## src/rtl/morse_key_decoder_if.sv

```systemverilog
// Key-decoder bus: key/clear controls in, decoded symbol bank and status out.
//   key_in     raw key level (1 = pressed), asynchronous to clk
//   clear      synchronous bank/partial-symbol clear
//   code_out   last completed symbol, code_valid pulses on update
//   sym_err    pulse on partial-symbol timeout, ovf pulse on full-bank drop
//   count      stored symbols 0..8, codes bank (slot k = codes[5k+4:5k])
//   busy       decoder not idle
interface morse_key_decoder_if;
    logic        key_in;
    logic        clear;
    logic [4:0]  code_out;
    logic        code_valid;
    logic        sym_err;
    logic        ovf;
    logic [3:0]  count;
    logic [39:0] codes;
    logic        busy;

    modport master (
        output key_in, clear,
        input  code_out, code_valid, sym_err, ovf, count, codes, busy
    );

    modport slave (
        input  key_in, clear,
        output code_out, code_valid, sym_err, ovf, count, codes, busy
    );
endinterface

```

## src/rtl/morse_key_decoder.sv

```systemverilog
// Morse key decoder: times key presses, classifies short/long, assembles
// 5-element symbols MSB-first and stores up to 8 of them in a bank.
//   clk   system clock
//   rst   asynchronous active-low reset
//   bus   morse_key_decoder_if.slave (key_in/clear in, decoded results out)
module morse_key_decoder #(
    parameter int unsigned CNT_W     = 26,
    parameter int unsigned MIN_PRESS = 1000000,
    parameter int unsigned LONG_TH   = 30000000,
    parameter int unsigned GAP_TO    = 60000000
) (
    input  logic                   clk,
    input  logic                   rst,
    morse_key_decoder_if.slave     bus
);
    localparam int unsigned CODE_W = 5;
    localparam int unsigned SLOTS  = 8;
    localparam int unsigned BANK_W = CODE_W * SLOTS;

    typedef enum logic [1:0] {IDLE, PRESS, GAP} state_t;

    state_t              state_q, state_d;
    logic                key_meta_q, key_meta_d;
    logic                key_s_q, key_s_d;
    logic [CNT_W-1:0]    press_cnt_q, press_cnt_d;
    logic [CNT_W-1:0]    gap_cnt_q, gap_cnt_d;
    logic [3:0]          shreg_q, shreg_d;
    logic [2:0]          elem_cnt_q, elem_cnt_d;
    logic [3:0]          count_q, count_d;
    logic [BANK_W-1:0]   codes_q, codes_d;
    logic [CODE_W-1:0]   code_out_q, code_out_d;
    logic                code_valid_q, code_valid_d;
    logic                sym_err_q, sym_err_d;
    logic                ovf_q, ovf_d;
    logic                busy_q, busy_d;

    logic                elem_bit;
    logic [CODE_W-1:0]   new_code;

    // Element classification for the press just released; shreg holds the
    // earlier elements so the completed code is {shreg, new element}.
    assign elem_bit = (press_cnt_q >= CNT_W'(LONG_TH));
    assign new_code = {shreg_q, elem_bit};

    // Next-state and output decode
    always_comb begin
        state_d      = state_q;
        key_meta_d   = bus.key_in;
        key_s_d      = key_meta_q;
        press_cnt_d  = press_cnt_q;
        gap_cnt_d    = gap_cnt_q;
        shreg_d      = shreg_q;
        elem_cnt_d   = elem_cnt_q;
        count_d      = count_q;
        codes_d      = codes_q;
        code_out_d   = code_out_q;
        code_valid_d = 1'b0;
        sym_err_d    = 1'b0;
        ovf_d        = 1'b0;

        if (bus.clear) begin
            // Overrides any completion on this edge; code_out is kept.
            state_d     = IDLE;
            press_cnt_d = '0;
            gap_cnt_d   = '0;
            shreg_d     = '0;
            elem_cnt_d  = '0;
            count_d     = '0;
            codes_d     = '0;
        end else begin
            unique case (state_q)
                IDLE: begin
                    if (key_s_q) begin
                        state_d     = PRESS;
                        press_cnt_d = CNT_W'(1);
                    end
                end
                PRESS: begin
                    if (key_s_q) begin
                        if (press_cnt_q < CNT_W'(LONG_TH))
                            press_cnt_d = press_cnt_q + CNT_W'(1);
                    end else if (press_cnt_q < CNT_W'(MIN_PRESS)) begin
                        // Glitch: drop it, resume wherever we were.
                        gap_cnt_d = '0;
                        state_d   = (elem_cnt_q != 3'd0) ? GAP : IDLE;
                    end else if (elem_cnt_q == 3'd4) begin
                        code_out_d   = new_code;
                        code_valid_d = 1'b1;
                        if (count_q < 4'(SLOTS)) begin
                            for (int unsigned k = 0; k < SLOTS; k++) begin
                                if (count_q == 4'(k))
                                    codes_d[CODE_W*k +: CODE_W] = new_code;
                            end
                            count_d = count_q + 4'd1;
                        end else begin
                            ovf_d = 1'b1;
                        end
                        shreg_d    = '0;
                        elem_cnt_d = '0;
                        state_d    = IDLE;
                    end else begin
                        shreg_d    = new_code[3:0];
                        elem_cnt_d = elem_cnt_q + 3'd1;
                        gap_cnt_d  = '0;
                        state_d    = GAP;
                    end
                end
                GAP: begin
                    if (key_s_q) begin
                        state_d     = PRESS;
                        press_cnt_d = CNT_W'(1);
                    end else if (gap_cnt_q == CNT_W'(GAP_TO - 1)) begin
                        sym_err_d  = 1'b1;
                        shreg_d    = '0;
                        elem_cnt_d = '0;
                        state_d    = IDLE;
                    end else begin
                        gap_cnt_d = gap_cnt_q + CNT_W'(1);
                    end
                end
                default: state_d = IDLE;
            endcase
        end

        busy_d = (state_d != IDLE);
    end

    // State and output registers
    always_ff @(posedge clk or negedge rst) begin
        if (!rst) begin
            state_q      <= IDLE;
            key_meta_q   <= 1'b0;
            key_s_q      <= 1'b0;
            press_cnt_q  <= '0;
            gap_cnt_q    <= '0;
            shreg_q      <= '0;
            elem_cnt_q   <= '0;
            count_q      <= '0;
            codes_q      <= '0;
            code_out_q   <= '0;
            code_valid_q <= 1'b0;
            sym_err_q    <= 1'b0;
            ovf_q        <= 1'b0;
            busy_q       <= 1'b0;
        end else begin
            state_q      <= state_d;
            key_meta_q   <= key_meta_d;
            key_s_q      <= key_s_d;
            press_cnt_q  <= press_cnt_d;
            gap_cnt_q    <= gap_cnt_d;
            shreg_q      <= shreg_d;
            elem_cnt_q   <= elem_cnt_d;
            count_q      <= count_d;
            codes_q      <= codes_d;
            code_out_q   <= code_out_d;
            code_valid_q <= code_valid_d;
            sym_err_q    <= sym_err_d;
            ovf_q        <= ovf_d;
            busy_q       <= busy_d;
        end
    end

    assign bus.code_out   = code_out_q;
    assign bus.code_valid = code_valid_q;
    assign bus.sym_err    = sym_err_q;
    assign bus.ovf        = ovf_q;
    assign bus.count      = count_q;
    assign bus.codes      = codes_q;
    assign bus.busy       = busy_q;
endmodule
```

## src/flat_wrapper.sv

```systemverilog
// flat-port wrapper written by rule: the top's interface ports become plain ports
module morse_key_decoder_flat 
#(
    parameter int unsigned CNT_W     = 26,
    parameter int unsigned MIN_PRESS = 1000000,
    parameter int unsigned LONG_TH   = 30000000,
    parameter int unsigned GAP_TO    = 60000000
)
  (clk, rst, bus_key_in, bus_clear, bus_code_out, bus_code_valid, bus_sym_err, bus_ovf, bus_count, bus_codes, bus_busy);
  morse_key_decoder_if bus_i ();
  input  logic clk;
  input  logic rst;
  input wire logic [$bits(bus_i.key_in)-1:0] bus_key_in;
  input wire logic [$bits(bus_i.clear)-1:0] bus_clear;
  output wire logic [$bits(bus_i.code_out)-1:0] bus_code_out;
  output wire logic [$bits(bus_i.code_valid)-1:0] bus_code_valid;
  output wire logic [$bits(bus_i.sym_err)-1:0] bus_sym_err;
  output wire logic [$bits(bus_i.ovf)-1:0] bus_ovf;
  output wire logic [$bits(bus_i.count)-1:0] bus_count;
  output wire logic [$bits(bus_i.codes)-1:0] bus_codes;
  output wire logic [$bits(bus_i.busy)-1:0] bus_busy;
  assign bus_i.key_in = bus_key_in;
  assign bus_i.clear = bus_clear;
  assign bus_code_out = bus_i.code_out;
  assign bus_code_valid = bus_i.code_valid;
  assign bus_sym_err = bus_i.sym_err;
  assign bus_ovf = bus_i.ovf;
  assign bus_count = bus_i.count;
  assign bus_codes = bus_i.codes;
  assign bus_busy = bus_i.busy;
  morse_key_decoder #(.CNT_W(CNT_W), .MIN_PRESS(MIN_PRESS), .LONG_TH(LONG_TH), .GAP_TO(GAP_TO)) u_core (.clk(clk), .rst(rst), .bus(bus_i));
endmodule
```

## config.mk

```make
export PLATFORM = sky130hd
export DESIGN_NAME = morse_key_decoder_flat
export DESIGN_NICKNAME = d
export VERILOG_FILES = /design/src/rtl/morse_key_decoder_if.sv /design/src/rtl/morse_key_decoder.sv /design/src/flat_wrapper.sv
export SDC_FILE = /design/constraint.sdc
export NUM_CORES = 1
export LEC_CHECK = 0
export CORE_MARGIN = 10
export CORE_UTILIZATION = 40
export CTS_BUF_LIST = sky130_fd_sc_hd__clkbuf_2
export DETAILED_ROUTE_END_ITERATION = 8
export HOLD_SLACK_MARGIN = 0.02
export PLACE_DENSITY = 0.62
export SLEW_MARGIN = 5
export SYNTH_ARGS = -nofsm -noshare
export SYNTH_HDL_FRONTEND = slang
export SYNTH_SLANG_ARGS = --single-unit
```

## constraint.sdc

```tcl
create_clock -name clk -period 3 [get_ports clk]
set_input_delay 0.6 -clock clk [delete_from_list [all_inputs] [get_ports clk]]
set_output_delay 0.6 -clock clk [all_outputs]
set_load 0.01 [all_outputs]
```

==> qor.yml <==
critPathLaunch: "u_core.elem_cnt_q[0]"
power_density_nw_per_um2: 418
timing.rr.start: "u_core.elem_cnt_q[0]"
synthArstFlopShare_pct: 100
dr.first_iter.drc_count: 450
cts_tree: "built"
globalplace.congestion: 0.856
io_pins: 57
ys.flop_type: "dfrtp_1"
antenna_found_initial: 1
yosysSeqAreaShare_pct: 50.5
design.core.area_um2: 14000
syn_area_per_cell_um2: 9.83
finalHoldViolCount: 0
critPathLaunchType: "register"
grt_setup_unrepaired: "no"
start_util_pct: 41.1
hold_slack_ps: 257
io_buffers: 56
fin_crit_sh_pct: 87.5
status: "completed"
cts-root-buf: "clkbuf_2"
syn_area_um2: 5750
cp-end-kind: "register"
ys_ff_latch: 116
ys_types: 49
vias: 4655
ir_drop_mv: 0.234
yosys.area.top_type: "dfrtp_1"
maxSlewViolCount: 0
grt_pass1_vias: 4629
clock_latency_ps: 700
skew_ps: 41.8
cts.sinks: 116
crit_fanout: 21
grt_overflow: 0
cp.required_ps: 3650
rows: 43
holdCritStartpoint: "bus_clear"
drc: 0
die_x_um: 140
slew_headroom_pct: 54.3
arrival_ps: 3270
cts_setup_buffers: 0
nets: 654
dr.pass1.iters: 7
worst_pin_slew_ps: 685
syn_inst: 585
drive_above_1_share_pct: 8.87
synth.net_count: 598
hold_path_class: "in -> reg"
grt_use_total_pct: 14.3
clockBufferDepth: 2
p_leak_nw: 3.04
grt_max_degree: 69
fp.dieArea_um2: 19600
grt_pass1_wl_mm: 23.4
die-height_um: 140
drt_wl_total_mm: 13.7
critical_path_class: "reg -> reg"
wl_per_cell_um: 16.5
setup_viol: 0
ant_nets: 0
cts.clk_slew.worst_paths_ps: 200
fmax_mhz: 381
period_needed_ps: 2630
cap_violations: 0
tns_ps: 0
numCtsBuffers: 17
synthTopCellsByArea: "dfrtp_1 51%, mux2i_1 7.1%, nor2_1 5.4%, o21ai_0 3.3%, nand3_1 3.2%"
vias_per_cell: 5.57
fin_cells: 835
dp_hpwl_mm: 9.47
synth.top_cell.area_share_pct: 50.5
synth_warnings: 0
dp_cells: 801
syn2layout_area_growth_pct: 17.9
synth-edff-count: 0
h-tree-depth: 4
-- through the flow --
| step | power (mW) | utilization (%) | worst slack, ps | cell area, um^2 |
|---|---|---|---|---|
| after floorplan | 1.65 | - | 805 | 5750 |
| after global placement | 1.70 | 46.3 | 434 | 6480 |
| after detailed placement | 1.70 | 46.3 | 331 | 6480 |
| after CTS | 2.88 | 48.4 | 262 | 6770 |
| after global routing | 2.97 | 48.5 | 175 | 6780 |
| final | 2.83 | 48.5 | 374 | 6780 |
-- cell usage after synthesis (3+ instances only) --
| library cell | instances |
|---|---|
| dfrtp_1 | 116 |
| nor2_1 | 82 |
| mux2i_1 | 41 |
| o21ai_0 | 38 |
| nand3_1 | 37 |
| nand2_1 | 30 |
| a21oi_1 | 26 |
| clkbuf_1 | 19 |
| or3_1 | 19 |
| inv_1 | 18 |
| o31ai_1 | 17 |
| nand4_1 | 13 |
| nand2b_1 | 11 |
| nor3_1 | 10 |
| and3_1 | 9 |
| buf_2 | 9 |
| ha_1 | 9 |
| xnor2_1 | 9 |
| nor4_1 | 7 |
| mux2_2 | 6 |
| nor2b_1 | 5 |
| or4_1 | 5 |
| a211o_1 | 4 |
| a31oi_1 | 4 |
| xor2_1 | 4 |
| a211oi_1 | 3 |
| a21o_1 | 3 |
| o211ai_1 | 3 |
| o41ai_1 | 3 |
-- power by group --
part	leakage [nW]	internal, mW	switching [mW]
combinational	1.26	0.0225	0.0756
sequential	1.61	1.57	0.00719
clock	0.162	0.488	0.670
-- worst paths after layout --
| kind | to | slack, ps | depth (start not counted) |
|---|---|---|---|
| setup / recovery | u_core.gap_cnt_q[13] | 370 | 8 |
| hold / removal | u_core.press_cnt_q[23] | 260 | 4 |
| setup reg to reg | u_core.gap_cnt_q[13] | 370 | 8 |
| hold reg to reg | u_core.key_s_q | 380 | 0 |
| max in group asynchronous | u_core.press_cnt_q[9] | 1750 | 3 |
| min in group asynchronous | u_core.bus.busy | 450 | 2 |
-- flip-flops by register name (all words and copies together), names as in the netlist, 2 cells and up --
name / count
u_core.press_cnt_q: 26
u_core.elem_cnt_q: 3
u_core.bus.count: 4
u_core.bus.code_out: 5
u_core.state_q: 2
u_core.bus.codes: 40
u_core.shreg_q: 4
u_core.gap_cnt_q: 26
-- layout by cell type (no fill, tap or decap), types with 3 or more instances in the layout --
cell / n
nor3_1: 10
inv_6: 5
mux2i_1: 41
clkbuf_2: 17
bufinv_16: 3
a31oi_1: 4
a21o_1: 3
nor4_1: 7
mux2_2: 6
o211ai_1: 3
o21ai_0: 38
a211o_1: 4
nor2b_1: 5
or3_1: 19
or4_1: 5
nand4_1: 13
a21oi_1: 26
dfrtp_1: 116
nor2_1: 82
xnor2_1: 9
nand2b_1: 11
o41ai_1: 3
and3_1: 9
buf_4: 9
ha_1: 9
nand2_1: 30
clkdlybuf4s50_1: 54
xor2_1: 4
clkinv_4: 4
o31ai_1: 17
a211oi_1: 3
inv_1: 18
nand3_1: 37
-- cells by family (layout without fill, tap and decap cells) --
family / Yosys count / count (layout) / synth area share [%]
AND/OR/NAND/NOR: 243 / 243 / 21.4
flip-flops: 116 / 116 / 50.5
AO/OA/AOI/OAI: 110 / 110 / 12.5
multiplexers: 47 / 47 / 8.32
buffers and inverters: 47 / 116 / 3.40
XOR/XNOR: 13 / 13 / 1.98
adder cells (fa/ha/maj): 9 / 9 / 1.96
other: 0 / 1 / 0
-- final cells by class --
| class | count | area (um^2) |
|---|---|---|
| Fill cell | 1310 | 7210 |
| Sequential cell | 116 | 2900 |
| Multi-Input combinational cell | 422 | 2660 |
| Timing Repair Buffer | 66 | 643 |
| Tap cell | 180 | 225 |
| Clock inverter | 15 | 193 |
| Clock buffer | 17 | 85.1 |
| Inverter | 18 | 67.6 |
| Antenna cell | 1 | 2.50 |
-- metal layers --
metal	part of all wire, %	GRT usage, %	wire [um]	up-vias
met3	6.1	5.31	845	13
met1	45	18.0	6190	2319
met2	48	22.2	6580	107
li1	-	-	-	2216
met4	0.95	4.67	131	0
met5	0	0	0	-
-- what timing repair did --
| action | 4_1_cts | 5_1_grt |
|---|---|---|
| hold endpoints to repair | 48 | 0 |
| hold buffers | 1 | 0 |
| endpoints found under the setup margin | 0 | 6 |
| gates resized for setup | 0 | 1 |
-- worst max-delay path: stages (launching register included) --
cell	delay, ps
dfrtp_1	440
inv_1	90
ha_1	280
nand2_1	100
a2111oi_1	590
a311oi_4	130
or2_2	480
or3_1	390
nand2_1	70
Note: power is estimated with default switching activity, not from simulation.
